===== src/rtl/reaction_det.sv =====
// rtl/reaction_det.sv - reaction-test receiver: target latch, key debounce, ms reaction timer
module reaction_det #(
  parameter int CLK_HZ     = 12_000_000,
  parameter int DEB_MS     = 10,
  parameter int TIMEOUT_MS = 9999
) (
  input  logic        clk,
  input  logic        rst_n,
  input  logic        det_start,
  input  logic [7:0]  led,
  input  logic [7:0]  key_n,
  output logic        busy,
  output logic        done,
  output logic        hit,
  output logic        miss,
  output logic        timeout,
  output logic [13:0] react_ms
);

  localparam int TICK_DIV = CLK_HZ / 1000;
  localparam int DIV_W    = $clog2(TICK_DIV + 1);
  localparam int DEB_W    = $clog2(DEB_MS + 1);
  localparam logic [DIV_W-1:0] DIV_LAST = DIV_W'(TICK_DIV - 1);
  localparam logic [DEB_W-1:0] DEB_LAST = DEB_W'(DEB_MS - 1);
  localparam logic [13:0]      TO_MS    = 14'(TIMEOUT_MS);

  typedef enum logic [1:0] {IDLE, MEASURE, DONE} state_t;

  state_t           state, state_nx;
  logic [7:0]       key_s1, key_s2, key_smp, key_db, key_db_d, new_press, pressed;
  logic [7:0]       target, target_nx;
  logic [13:0]      react_nx;
  logic             hit_nx, miss_nx, to_nx, done_nx;
  logic [DIV_W-1:0] div_cnt;
  logic [DEB_W-1:0] deb_cnt;
  logic             ms_tick, deb_tick;

  assign pressed   = ~key_s2;
  assign ms_tick   = (div_cnt == DIV_LAST);
  assign deb_tick  = ms_tick && (deb_cnt == DEB_LAST);
  assign new_press = key_db & ~key_db_d;
  assign busy      = (state == MEASURE);

  always_ff @(posedge clk or negedge rst_n) begin
    if (!rst_n) begin
      key_s1 <= 8'hFF;
      key_s2 <= 8'hFF;
    end else begin
      key_s1 <= key_n;
      key_s2 <= key_s1;
    end
  end

  // The ms phase is realigned on det_start so the first tick lands one full ms into the window.
  always_ff @(posedge clk or negedge rst_n) begin
    if (!rst_n) begin
      div_cnt <= '0;
      deb_cnt <= '0;
    end else begin
      if (det_start || ms_tick) div_cnt <= '0;
      else                      div_cnt <= div_cnt + 1'b1;
      if (ms_tick) deb_cnt <= deb_tick ? '0 : deb_cnt + 1'b1;
    end
  end

  always_ff @(posedge clk or negedge rst_n) begin
    if (!rst_n) begin
      key_smp  <= '0;
      key_db   <= '0;
      key_db_d <= '0;
    end else begin
      key_db_d <= key_db;
      if (deb_tick) begin
        key_smp <= pressed;
        if (pressed == key_smp) key_db <= key_smp;
      end
    end
  end

  always_ff @(posedge clk or negedge rst_n) begin
    if (!rst_n) begin
      state    <= IDLE;
      target   <= '0;
      react_ms <= '0;
      hit      <= 1'b0;
      miss     <= 1'b0;
      timeout  <= 1'b0;
      done     <= 1'b0;
    end else begin
      state    <= state_nx;
      target   <= target_nx;
      react_ms <= react_nx;
      hit      <= hit_nx;
      miss     <= miss_nx;
      timeout  <= to_nx;
      done     <= done_nx;
    end
  end

  always_comb begin
    state_nx  = state;
    target_nx = target;
    react_nx  = react_ms;
    hit_nx    = hit;
    miss_nx   = miss;
    to_nx     = timeout;
    done_nx   = 1'b0;
    if (det_start) begin
      target_nx = led;
      react_nx  = '0;
      hit_nx    = 1'b0;
      miss_nx   = 1'b0;
      to_nx     = 1'b0;
      state_nx  = (led != 8'h00) ? MEASURE : IDLE;
    end else if (state == MEASURE) begin
      if (new_press != 8'h00) begin
        // Whole debounced set is compared, so simultaneous extra keys count as a miss.
        hit_nx   = (key_db == target);
        miss_nx  = (key_db != target);
        done_nx  = 1'b1;
        state_nx = DONE;
        if (ms_tick && react_ms != TO_MS) react_nx = react_ms + 14'd1;
      end else if (ms_tick) begin
        if (react_ms == TO_MS) begin
          to_nx    = 1'b1;
          done_nx  = 1'b1;
          state_nx = DONE;
        end else begin
          react_nx = react_ms + 14'd1;
        end
      end
    end
  end

endmodule


===== config.mk =====
export PLATFORM = sky130hd
export DESIGN_NAME = reaction_det
export DESIGN_NICKNAME = d
export VERILOG_FILES = /design/src/rtl/reaction_det.sv
export SDC_FILE = /design/constraint.sdc
export NUM_CORES = 1
export LEC_CHECK = 0
export ABC_AREA = 1
export BUFFER_PORTS_ARGS = -buffer_cell sky130_fd_sc_hd__buf_2
export CAP_MARGIN = 20
export CORE_ASPECT_RATIO = 1.75
export CORE_UTILIZATION = 50
export CTS_CLUSTER_DIAMETER = 120
export CTS_CLUSTER_SIZE = 10
export DETAILED_ROUTE_END_ITERATION = 12
export PLACE_DENSITY_LB_ADDON = 0.3
export REMOVE_ABC_BUFFERS = 1
export SETUP_SLACK_MARGIN = 0.2
export SLEW_MARGIN = 20
export SYNTH_ARGS = -nofsm -noshare
export SYNTH_HDL_FRONTEND = slang
export SYNTH_SLANG_ARGS = --single-unit

===== constraint.sdc =====
create_clock -name clk -period 4.95 [get_ports clk]
set_input_delay 0.7425 -clock clk [delete_from_list [all_inputs] [get_ports clk]]
set_output_delay 0.7425 -clock clk [all_outputs]
set_load 0.01 [all_outputs]

Word level (Yosys, flattened, before mapping)

Index checks and enable logic that the tools add are counted.

Logic and storage cells: 77
Output and inout bits: 19
Input port bits: 19
Bits in registers: 86

Eq/ne operators: 11
Muxes and demuxes: 30
Reduce and logical (&&, ||, !) cells: 16
$add $sub $neg: 3
Bitwise logic cells: 3

Operator list:

| operator                                                                | number |
|---|---|
| 14-bit 2-to-1 mux                                                       | 7 |
| 14-bit by 1-bit adder with 14-bit output, second input constant         | 2 |
| 14-bit equality test, second input constant                             | 2 |
| 1-bit 2-to-1 mux                                                        | 17 |
| 8-bit equality test                                                     | 2 |
| 8-bit inverter                                                          | 2 |
| 8-bit nonzero test                                                      | 2 |
| 14-bit inequality test, second input constant                           | 1 |
| 2-bit 2-to-1 mux                                                        | 5 |
| 8-bit AND                                                               | 1 |
| 8-bit inequality test                                                   | 1 |
| 4-bit AND reduction                                                     | 2 |
| 2-bit nonzero test                                                      | 4 |
| 3-bit nonzero test                                                      | 2 |
| 4-bit by 1-bit adder with 4-bit output, second input constant           | 1 |
| 4-bit equality test, second input constant                              | 1 |
| 4-bit 2-to-1 mux                                                        | 1 |
| 2-bit AND reduction                                                     | 2 |
| 3-bit by 2-bit inequality test with 1-bit output, second input constant | 1 |
| 3-bit inequality test, second input constant                            | 1 |
| 3-bit AND reduction                                                     | 1 |
| 2-bit by 1-bit equality test with 1-bit output, second input constant   | 1 |
| 1-bit logical AND                                                       | 2 |
| 2-bit inequality test, second input constant                            | 1 |
| 1-bit logical OR                                                        | 1 |

Depth between registers and ports, before layout

Word-level depth: 6
Mapped depth: 11
Mapped depth without buffers: 10

Worst setup path before layout

Ideal clock, no wire load.

Path type: input -> register
From: input port det_start
To: register miss
Setup slack: 3184 ps
Required time: 4884 ps
Buffers on the path: 3
Arrival: 1699 ps
Setup time: 66 ps
Stages: 6
Cells stage by stage: clkbuf_1 -> inv_1 -> clkbuf_1 -> clkbuf_1 -> nand3_1 -> nand2_1

Longest elaborated chain between the ends: 2
Elaborated cells between the ends (all ways): 4
Classes of those cells: 1 x mux; 3 x reduce/logical

Ends and longest elaborated chain:

| what                                 | line | source |
|---|---|---|
| start, declared                      | 9    | `input logic det_start,` |
| 2-bit nonzero test (no source line)  | n/a  |  |
| 2-bit AND reduction (no source line) | n/a  |  |
| end signal, assigned                 | 94   | `miss <= miss_nx;` |
| end, declared                        | 15   | `output logic miss,` |

Several ways; a longest one is shown, not always the timed one.
A chain may end at the register's enable or synchronous reset.

Worst setup path in the final report

From: input port det_start
To: register div_cnt[2]

Longest elaborated chain between the ends: 2

Ends and longest elaborated chain:

| what                 | line | source |
|---|---|---|
| 1-bit logical OR     | 60   | `if (det_start \|\| ms_tick) div_cnt <= '0;` |
| 14-bit 2-to-1 mux    | 60   |  |
| end signal, assigned | 61   | `else div_cnt <= div_cnt + 1'b1;` |
| end, declared        | 34   | `logic [DIV_W-1:0] div_cnt;` |

Every way passes these cells.

==> reports/qor.csv <==
stage,metric,value,unit
status,status,"complete, but fails checks",
status,failing checks,design-rule violations,
timing,setup tns final,0,ns
timing,max-slew violations,0,
grt,initial antenna violation count,0,
timing,RSZ-0062 raised after global routing,no,
power,VDD IR-drop max,0.000193,V
cts,clk slew on worst S/H paths,0.06,ns
floorplanning,Rows,43,
grt,GR Overflow Total,0,
grt,vias in the first global route,3159,
finish,fin nets,564,
critical_path,"Critical Path, Cell by Cell",buf_2 > inv_1 > nand2_1 > nor3b_1,
power,PwrDens,316,nW/µm²
logic_synthesis,Netlist Area Pre-Place,4120,µm²
floorplanning,Die ar.,8610,µm²
cts,root buf cell,clkbuf_16,
timing,ratio of final minimum period to clock period,0.459,
cts,clk sinks,86,
critical_path,Setup crit end kind,flop,
critical_path,CP peak stage delay,0.72,ns
power,Pleak,0.00231,µW
timing,# setup viols final,0,
logic_synthesis,synth warn,0,
floorplanning,IO Pins,38,
finish,final core utilization,0.588,
place,pre-CTS WS,2.29,ns
finish,number of antenna repair diodes,0,
cts,hold_buf cts,0,
critical_path,instance count on the critical path,4,
place,port bufs,37,
timing,Final Hold Viols,0,
place,Placer Congestion,0.847,
grt,GRT Resource Usage Total,0.211,
critical_path,worst reg2reg startpoint,react_ms[0],
cts,"Setup Fix Bufs, Post-CTS",0,
timing,Fmax,0.440,GHz
critical_path,CP Max Fanout,30,
critical_path,"Slowest-stage cell, CP",inv_1,
detailed_routing,Vias per Instance,5.15,
cts,Num CTS Buffers,9,
worst_hold_path,Worst Hold Class,flop to flop,
detailed_routing,final WL,8190,µm
logic_synthesis,Synth Instances,503,
timing,Tmin final,2.27,ns
detailed_routing,DRT Pass-1 Iters,8,
critical_path,Reg-to-Reg End,react_ms[7],
place,Area after DPL,4370,µm²
cts,Clock Latency Late Sink,0.34,ns
cts,Max clock buf depth,2,
grt,busiest layer in global routing,met2,
flow_run,Max Cap Viol,0,
critical_path,WP buf/inv,2,
detailed_routing,via count,3276,
cts,post-CTS sizing,0,
finish,Synth-to-Final Area Change,13.7,%
cts,CTS tree,built,
finish,post-layout instance area,4680,µm²
grt,first-pass GRT wire length,14100,µm
finish,fraction of layout cells with a size suffix above 1,0.154,
logic_synthesis,biggest area consumer among synthesized cells,dfrtp_1,
critical_path,cells on worst reg2reg path,10,
logic_synthesis,sequential cell area fraction in the yosys report,0.528,
critical_path,crit-path leading delay family,buffers and inverters,
logic_synthesis,Synth Register Bits,86,
timing,worst rel slew slack,0.399,
timing,Setup WS post-layout,2.68,ns
logic_synthesis,Synth area leaders,"dfrtp_1 (43%), nand2_1 (15%), dfstp_2 (10%)",
worst_hold_path,hold path depth,0,
floorplanning,CORE AREA,7960,µm²
grt,pin count of the biggest net entering global routing,87,
worst_hold_path,Hold Path Origin,key_s1[5],
critical_path,launching element type of the critical path,input port,
timing,Slew @ Worst Pin,0.901,ns
logic_synthesis,"Distinct cells, synth",30,
grt,met3 usage,0.0397,
logic_synthesis,syn_area_per_cell,8.18,µm²
critical_path,Worst Setup Path Type,input port to flop,
detailed_routing,ANT nets after route,0,
finish,post-route insts no fill,636,
critical_path,Required @ worst endpoint,5.20,ns
floorplanning,die height,122,µm
detailed_routing,DR WL/cell,12.9,µm
grt,GR Util met1,0.245,
timing,clk_skew,0.00842,ns
critical_path,critical path arrival,2.52,ns
cts,H-tree Lvls,3,
place,placed cells,620,
floorplanning,Die Width,70.6,µm
detailed_routing,number of remaining DRC errors,2,
floorplanning,Initial Util,0.517,
detailed_routing,DRT iter0 DRCs,244,
critical_path,r2r setup slk,2.75,ns
grt,met2 GRT Util,0.376,
worst_hold_path,Hold EP,key_s2[5],
logic_synthesis,Synth top area share,0.426,
place,post-DP HPWL,5850,µm
[per-layer routing]
layer / vias up / wire [µm] / share of wire
met5: - / 0 / 0
met2: 45 / 4490 / 0.55
li1: 1653 / - / -
met4: 0 / 127 / 0.016
met1: 1567 / 3370 / 0.41
met3: 11 / 207 / 0.025
[cells in the final DEF (no fill, tap or decap), types with 2 or more instances in the layout]
cell | Yosys | layout
nand2_1 | 163 | 163
nor2_1 | 74 | 74
dfrtp_1 | 70 | 70
inv_1 | 44 | 44
nand3_1 | 43 | 43
buf_2 | 2 | 36
xnor2_1 | 17 | 17
dfstp_2 | 16 | 16
nor3_1 | 10 | 10
clkbuf_16 | 0 | 10
o21ai_0 | 8 | 8
o21ai_2 | 8 | 8
nand4_1 | 7 | 7
xor2_1 | 7 | 7
a21oi_1 | 5 | 5
ha_1 | 4 | 4
nor3b_1 | 3 | 3
clkbuf_8 | 0 | 3
inv_2 | 2 | 2
nand2_2 | 2 | 2
[cells by family after synthesis]
family | synth area share
compound gates | 0.0401
fa+ha+maj | 0.0122
buf+inv | 0.0535
flops | 0.528
xor+xnor | 0.0511
simple gates | 0.316
[power breakdown]
part | switching (µW) | total [µW] | internal, µW | leakage [µW]
clock | 263 | 674 | 411 | 0.000150
sequential | 15.1 | 741 | 726 | 0.00112
combinational | 41.6 | 64.7 | 23.1 | 0.00104
[worst max-delay path by stage]
stage / from / to / slack [ns]
after floorplan: react_ms[0] / react_ms[12] / 3.10
after global placement: det_start / div_cnt[2] / 2.37
after detailed placement: det_start / div_cnt[2] / 2.29
after CTS: det_start / div_cnt[2] / 2.65
after global routing: react_ms[0] / react_ms[9] / 2.44
final: det_start / div_cnt[2] / 2.68
[stage by stage]
step | hold WS (ns) | power [µW]
floorplan | 0.345 | 782
global placement | 0.346 | 817
detailed placement | 0.347 | 820
CTS | 0.354 | 1490
global route | 0.357 | 1530
finish | 0.351 | 1480
[layout make-up]
type / count / area, µm²
clock inverters: 2 / 12.5
clock buffers: 14 / 295
inverters: 46 / 173
repair buffers: 37 / 191
fillers: 708 / 3280
multi-input cells: 361 / 1720
well taps: 90 / 113
flip-flops and latches: 86 / 2170
[sequential cells by signal (all words and copies together), names as in the netlist]
signal and flops:
miss 1, div_cnt 14, key_db 8, timeout 1, key_db_d 8, state 2, done 1, key_smp 8
deb_cnt 4, react_ms 14, key_s1 8, hit 1, key_s2 8, target 8
[synth_stat cells]
| master | instances |
|---|---|
| buf_2 | 2 |
| nand2_1 | 163 |
| nor4_1 | 1 |
| xor2_1 | 7 |
| dfstp_2 | 16 |
| nor2_1 | 74 |
| nand3_2 | 1 |
| o21ai_0 | 8 |
| nor2_2 | 1 |
| inv_2 | 2 |
| nand2_2 | 2 |
| nor3_4 | 1 |
| a21o_1 | 1 |
| nor2_8 | 1 |
| and3_1 | 1 |
| nand3_1 | 43 |
| a21oi_1 | 5 |
| inv_1 | 44 |
| clkbuf_1 | 7 |
| a41oi_1 | 1 |
| buf_6 | 1 |
| nor3_1 | 10 |
| o21bai_1 | 1 |
| a31oi_1 | 1 |
| xnor2_1 | 17 |
| nor3b_1 | 3 |
| ha_1 | 4 |
| nand4_1 | 7 |
| dfrtp_1 | 70 |
| o21ai_2 | 8 |
(Power assumes the default switching activity.)
